===== config.mk =====
export PLATFORM = sky130hd
export DESIGN_NAME = pim_mac_sequencer
export DESIGN_NICKNAME = d
export VERILOG_FILES = /design/src/rtl/pim_pkg.sv /design/src/rtl/pim_plane_store.sv /design/src/rtl/pim_mac_sequencer.sv
export SDC_FILE = /design/constraint.sdc
export NUM_CORES = 2
export LEC_CHECK = 0
export ABC_CLOCK_PERIOD_IN_PS = 89000
export CAP_MARGIN = 40
export CORE_ASPECT_RATIO = 1.4
export CORE_MARGIN = 3
export CORE_UTILIZATION = 30
export DETAILED_ROUTE_END_ITERATION = 10
export SETUP_SLACK_MARGIN = 0.15
export SLEW_MARGIN = 30
export SYNTH_ARGS = -nofsm -noshare
export SYNTH_HDL_FRONTEND = slang
export SYNTH_SLANG_ARGS = --single-unit

===== constraint.sdc =====
create_clock -name clk -period 89 [get_ports clk]
set_clock_uncertainty 0.15 [all_clocks]
set_input_delay 13.35 -clock clk [delete_from_list [all_inputs] [get_ports clk]]
set_output_delay 13.35 -clock clk [all_outputs]
set_load 0.02 [all_outputs]

===== src/rtl/pim_pkg.sv =====
// Shared definitions for the PIM MAC sequencer: CFU op codes, FSM states and index-width helper.
package pim_pkg;

    localparam logic [2:0] OP_WRITE = 3'd0;
    localparam logic [2:0] OP_READ  = 3'd1;
    localparam logic [2:0] OP_PLOAD = 3'd2;
    localparam logic [2:0] OP_MAC   = 3'd3;
    localparam logic [2:0] OP_CLR   = 3'd4;

    // Bit position of the plane select inside a PLOAD operand 0.
    localparam int PLANE_SEL_LSB = 8;
    localparam int PLANE_WORD_W  = 32;

    typedef enum logic [3:0] {
        S_IDLE,
        S_WRITE,
        S_READ,
        S_RD_CAP,
        S_PLOAD,
        S_MAC,
        S_DRAIN,
        S_CAP,
        S_CLR,
        S_BAD,
        S_RESP
    } state_e;

    // Index width for n entries, never narrower than one bit.
    function automatic int idx_w(input int n);
        return (n > 1) ? $clog2(n) : 1;
    endfunction

endpackage


===== src/rtl/pim_plane_store.sv =====
// Input-vector bit-plane register file: 32-bit word writes, whole-plane read, single-cycle clear.
module pim_plane_store
    import pim_pkg::*;
#(
    parameter int PDEPTH = 256,
    parameter int IBITS  = 8,
    parameter int PIDX_W = idx_w(IBITS),
    parameter int WIDX_W = idx_w(PDEPTH / PLANE_WORD_W)
) (
    input  logic              clk,
    input  logic              reset,
    input  logic              clr,
    input  logic              wr_en,
    input  logic [PIDX_W-1:0] wr_plane,
    input  logic [WIDX_W-1:0] wr_word,
    input  logic [31:0]       wr_data,
    input  logic [PIDX_W-1:0] rd_plane,
    output logic [PDEPTH-1:0] rd_data
);

    localparam int NWORDS = PDEPTH / PLANE_WORD_W;

    logic [31:0] words [IBITS][NWORDS];

    genvar gi, gw;
    generate
        for (gi = 0; gi < IBITS; gi++) begin : g_plane
            for (gw = 0; gw < NWORDS; gw++) begin : g_word
                always_ff @(posedge clk or posedge reset) begin
                    if (reset) begin
                        words[gi][gw] <= '0;
                    end else if (clr) begin
                        words[gi][gw] <= '0;
                    end else if (wr_en && wr_plane == PIDX_W'(gi) && wr_word == WIDX_W'(gw)) begin
                        words[gi][gw] <= wr_data;
                    end
                end
            end
        end
        for (gw = 0; gw < NWORDS; gw++) begin : g_rd
            assign rd_data[gw*PLANE_WORD_W +: PLANE_WORD_W] = words[rd_plane][gw];
        end
    endgenerate

endmodule


===== src/rtl/pim_mac_sequencer.sv =====
// CFU-side controller for the pim_model macro: turns CFU commands into row write/read,
// bit-plane load/clear and bit-serial MAC cycles, and returns q or mac_out as the response.
module pim_mac_sequencer
    import pim_pkg::*;
#(
    parameter int AWIDTH = 8,
    parameter int PWIDTH = 32,
    parameter int DWIDTH = 32,
    parameter int PDEPTH = 1 << AWIDTH,
    parameter int IBITS  = 8,
    parameter int DRAIN  = 2
) (
    input  logic              clk,
    input  logic              reset,
    input  logic              cmd_valid,
    output logic              cmd_ready,
    input  logic [9:0]        cmd_payload_function_id,
    input  logic [DWIDTH-1:0] cmd_payload_inputs_0,
    input  logic [DWIDTH-1:0] cmd_payload_inputs_1,
    output logic              rsp_valid,
    input  logic              rsp_ready,
    output logic [DWIDTH-1:0] rsp_payload_outputs_0,
    output logic              rsp_payload_response_ok,
    output logic [PWIDTH-1:0] pim_d,
    output logic [AWIDTH-1:0] pim_addr,
    output logic [PDEPTH-1:0] pim_rwl,
    output logic              pim_w_en,
    output logic              pim_p_en,
    input  logic [PWIDTH-1:0] pim_q,
    input  logic [DWIDTH-1:0] pim_mac_out
);

    localparam int PIDX_W = idx_w(IBITS);
    localparam int WIDX_W = idx_w(PDEPTH / PLANE_WORD_W);
    localparam int CNT_W  = idx_w(IBITS + DRAIN);

    state_e            state_reg, state_next;
    logic [CNT_W-1:0]  cnt_reg;
    logic [AWIDTH-1:0] addr_reg;
    logic [PWIDTH-1:0] d_reg;
    logic [PIDX_W-1:0] plane_sel_reg;
    logic [WIDX_W-1:0] word_sel_reg;
    logic [DWIDTH-1:0] result_reg;
    logic              ok_reg;

    logic              ps_wr;
    logic              ps_clr;
    logic [PDEPTH-1:0] plane_bits;
    logic [2:0]        funct3;
    logic              accept;
    logic              unused_inputs;

    assign funct3 = cmd_payload_function_id[2:0];
    assign accept = (state_reg == S_IDLE) && cmd_valid;

    // funct7 and the operand bits outside addr/plane/word fields carry no meaning here.
    assign unused_inputs = ^{cmd_payload_function_id, cmd_payload_inputs_0};

    pim_plane_store #(
        .PDEPTH (PDEPTH),
        .IBITS  (IBITS),
        .PIDX_W (PIDX_W),
        .WIDX_W (WIDX_W)
    ) u_plane_store (
        .clk      (clk),
        .reset    (reset),
        .clr      (ps_clr),
        .wr_en    (ps_wr),
        .wr_plane (plane_sel_reg),
        .wr_word  (word_sel_reg),
        .wr_data  (d_reg[31:0]),
        .rd_plane (cnt_reg[PIDX_W-1:0]),
        .rd_data  (plane_bits)
    );

    always_ff @(posedge clk or posedge reset) begin
        if (reset) begin
            state_reg <= S_IDLE;
        end else begin
            state_reg <= state_next;
        end
    end

    always_comb begin
        state_next = state_reg;
        cmd_ready  = 1'b0;
        rsp_valid  = 1'b0;
        pim_w_en   = 1'b0;
        pim_p_en   = 1'b0;
        pim_rwl    = '0;
        ps_wr      = 1'b0;
        ps_clr     = 1'b0;
        case (state_reg)
            S_IDLE: begin
                cmd_ready = 1'b1;
                if (cmd_valid) begin
                    case (funct3)
                        OP_WRITE: state_next = S_WRITE;
                        OP_READ:  state_next = S_READ;
                        OP_PLOAD: state_next = S_PLOAD;
                        OP_MAC:   state_next = S_MAC;
                        OP_CLR:   state_next = S_CLR;
                        default:  state_next = S_BAD;
                    endcase
                end
            end
            S_WRITE: begin
                pim_w_en   = 1'b1;
                state_next = S_RESP;
            end
            S_READ:   state_next = S_RD_CAP;
            S_RD_CAP: state_next = S_RESP;
            S_PLOAD: begin
                ps_wr      = 1'b1;
                state_next = S_RESP;
            end
            S_MAC: begin
                pim_p_en = 1'b1;
                pim_rwl  = plane_bits;
                if (cnt_reg == CNT_W'(IBITS - 1)) begin
                    state_next = (DRAIN > 0) ? S_DRAIN : S_CAP;
                end
            end
            // Planes exhausted; keep p_en high so the macro pipeline flushes into mac_out.
            S_DRAIN: begin
                pim_p_en = 1'b1;
                if (cnt_reg == CNT_W'(IBITS + DRAIN - 1)) begin
                    state_next = S_CAP;
                end
            end
            S_CAP: state_next = S_RESP;
            S_CLR: begin
                ps_clr     = 1'b1;
                state_next = S_RESP;
            end
            S_BAD: state_next = S_RESP;
            S_RESP: begin
                rsp_valid = 1'b1;
                if (rsp_ready) begin
                    state_next = S_IDLE;
                end
            end
            default: state_next = S_IDLE;
        endcase
    end

    always_ff @(posedge clk or posedge reset) begin
        if (reset) begin
            cnt_reg       <= '0;
            addr_reg      <= '0;
            d_reg         <= '0;
            plane_sel_reg <= '0;
            word_sel_reg  <= '0;
            result_reg    <= '0;
            ok_reg        <= 1'b0;
        end else begin
            if (accept) begin
                cnt_reg       <= '0;
                addr_reg      <= cmd_payload_inputs_0[AWIDTH-1:0];
                d_reg         <= cmd_payload_inputs_1;
                plane_sel_reg <= cmd_payload_inputs_0[PLANE_SEL_LSB +: PIDX_W];
                word_sel_reg  <= cmd_payload_inputs_0[WIDX_W-1:0];
                result_reg    <= '0;
                ok_reg        <= (funct3 <= OP_CLR);
            end
            if (state_reg == S_MAC || state_reg == S_DRAIN) begin
                cnt_reg <= cnt_reg + 1'b1;
            end
            if (state_reg == S_RD_CAP) begin
                result_reg <= pim_q;
            end
            if (state_reg == S_CAP) begin
                result_reg <= pim_mac_out;
            end
        end
    end

    assign pim_addr                = addr_reg;
    assign pim_d                   = (state_reg == S_WRITE) ? d_reg : '0;
    assign rsp_payload_outputs_0   = result_reg;
    assign rsp_payload_response_ok = ok_reg;

endmodule


==> metrics.txt <==
status=finished clean; CTS tree=built; slew at the pin with the worst max-slew slack=around 1.1 ns; Syn Nets=around 9600; synth warn=0; Slowest Stage Delay on Critical Path=just over 0.8 ns; Area growth, synth to finish=17.5%; CTS max path bufs=4; Initial Util=0.302; post-route ant nets=0; #FFs+latches synth=about 2100; final hold vios=0; Root Driver=clkbuf_16; switching share of power=0.358; maxcap violations=0; number of global-route vias before repair=~73000; WL per Instance=22.7 um; core area=~320000 um2; fin worst setup slack=just under 70 ns; Synth Area in Compound Gates=0.124; CTS-repair resized insts=0; Synth Area in XOR/XNOR=0.000181; Skew-Pair Late Insertion Delay=~0.94 ns; pre-CTS setup slack=roughly 70 ns; power per cell area=approximately 24 nW/um2; type of origin of the critical path=register; CP Data Arrival Time=between 6 and 7 ns; Initial DRC Count=about 6700; critical path required time=between 70 and 80 ns; Mapped Area=96900 um2; CTS clock-pin slew for the worst setup and hold paths=around 0.060 ns; first-pass GRT wire length=approximately 470000 um; pin count of the biggest net entering global routing=between 200 and 250; All-Layer GR Usage=0.185; endpoints failing setup=0; combinational family with the most area after synthesis=simple AND/OR/NAND/NOR gates; Slew Limit Fails=0; syn avg cell area=between 10 and 15 um2; Max rail drop VDD=0.0000385 V; switching pwr=around 0.98 mW; Synth Instances=~9500; Fin Setup TNS=0 ns; most instantiated library cell after synthesis=dfrtp_1; GPL Wtd Cong=slightly below 0.8; Post-synth EDFFs=0; relative slew slack=0.277; Post-Synth Simple-Gate Area=0.150; Die Y=between 600 and 700 um; dpl hpwl=about 190000 um; htree depth=4; io pins=roughly 480; Synth area leaders=dfrtp_1, mux4_2, nand3_1; Post-synth top cells=dfrtp_1, nand3_1, nand2_1, o21ai_1, a21oi_1; FILL cells=about 32000; grt ovf=0; Vias per Instance=~5.3; RSZ-0062 raised after global routing=false; fraction of layout cells with a size suffix above 1=0.135; mux cell area share after synthesis=0.124; Placed Area=roughly 110000 um2; worst path cell trace=buf_12, buf_4, buf_12, buf_6, mux4_2, nand2_1, a21oi_1, clkdlybuf4s50_1; total CTS buffers=226; dominant synthesized flop cell=dfrtp_1; Tot Pwr=~2.7 mW; Seq/Total Area, Yosys=0.551; Clock power frac=0.356; WL final=~310000 um; nets@finish=around 9400; min cycle time layout=19.54 ns; drt drc=0; Post-CTS Setup Inserts=0; Crit Path Class=reg -> out; hold_buf cts=0; antenna violations before repair=15; post-route clock period utilization=0.220; Util after Layout=0.355; critical path's slowest cell=dfrtp_4; via count=~73000; Int Power=1.75 mW; P_leak=roughly 46 nW; Max Clk Rate=around 0.051 GHz; top cell type's share of synthesized area=0.551; die area=330000 um2; Hold/Removal Path Class=reg -> reg; endpoint class of the critical path=primary output; cell accounting for the most synthesized area=dfrtp_1; clock sink count=around 2100; distinct cell type count after synthesis=between 40 and 50; maximum fanout along the worst path=96; row cnt=246; DIE WIDTH=486 um; sequential power share=0.377; ys async rst share=1.00; Comb pwr share=0.267; number of flip-flops in the largest register=between 2000 and 2500; IO buf count=446; Pre-Repair DR Iteration Count=9; Final Cell Area=around 110000 um2; Adder-Cell Fraction of Synth Area=0.000258; CP dominant cell by count=buf_12
[worst max-delay path: cells and delay by family (launching register included)]
kind	cells	cell delay (ns)
buffers and inverters	5	3.14
flip-flops	1	0.81
AO/OA/AOI/OAI	1	0.60
multiplexers	1	0.35
AND/OR/NAND/NOR	1	0.05
[cell type report]
class	count	area, um2	share of cell area
tap	4216	5280	0.0464
inverter	38	158	0.00139
timing repair buffer	713	8030	0.0706
clock buffer	341	6740	0.0592
clock inverter	56	812	0.00714
sequential	2132	53400	0.469
multi-input combinational	6179	39400	0.346
antenna	4	10.0	0.0000880
[routing by layer]
metal  vias up  part of all wire  track usage
met5         -           0.00012            0
met4         6             0.033       0.0579
met2      2179              0.48        0.308
li1      33300                 -            -
met3       454             0.066       0.0345
met1     37000              0.42        0.242
[final timing paths]
kind,cells after the start,slack (ns),from,end
max,8,69.46,cnt_reg[0],pim_rwl[170]
min,2,0.34,rsp_payload_outputs_0[26],rsp_payload_outputs_0[26]
max reg2reg,12,83.84,state_reg[3],u_plane_store.words[1048]
min reg2reg,2,0.34,rsp_payload_outputs_0[26],rsp_payload_outputs_0[26]
max in group asynchronous,10,72.39,reset,u_plane_store.words[1696]
min in group asynchronous,2,12.69,reset,u_plane_store.words[823]
[logic make-up after synthesis]
kind of cell	after synthesis
and+or+nand+nor	3261
AOI/OAI and AO/OA	2356
muxes	558
xor gates and xnor gates	2
adders and majority gates	2
DFF	2132
buffers and inverters	1142
[metrics by stage]
step,hold slack [ns],cells
2_1_floorplan,0.313,9453
3_3_place_gp,0.321,13200
3_5_place_dp,0.325,13300
4_1_cts,0.338,13700
5_1_grt,0.357,13700
6_report,0.336,13700
[power by group through the flow]
stage | Combinational, mW | Sequential (mW) | Clock (mW)
CTS | 0.718 | 1.03 | 0.992
floorplan | 0.462 | 1.04 | 0
global route | 0.771 | 1.03 | 1.03
detailed placement | 0.717 | 1.05 | 0
finish | 0.729 | 1.03 | 0.972
global placement | 0.696 | 1.05 | 0
[cells in the final DEF (no fill, tap or decap), types with 36 or more instances in the layout]
| cell type | netlist | layout |
|---|---|---|
| a21oi_1 | 707 | 707 |
| clkbuf_16 | 0 | 228 |
| nand2_1 | 1569 | 1537 |
| nand3_1 | 1603 | 1557 |
| o21ai_0 | 217 | 217 |
| clkdlybuf4s50_1 | 0 | 446 |
| buf_16 | 0 | 37 |
| dfrtp_1 | 2132 | 2129 |
| o21ai_1 | 1390 | 1390 |
| buf_12 | 0 | 64 |
| mux2_2 | 44 | 44 |
| clkbuf_8 | 0 | 61 |
| buf_4 | 17 | 160 |
| clkbuf_1 | 633 | 52 |
| mux4_2 | 512 | 512 |
| inv_1 | 37 | 36 |
| nand3_4 | 0 | 40 |
Note: power is estimated with default switching activity, not from simulation.
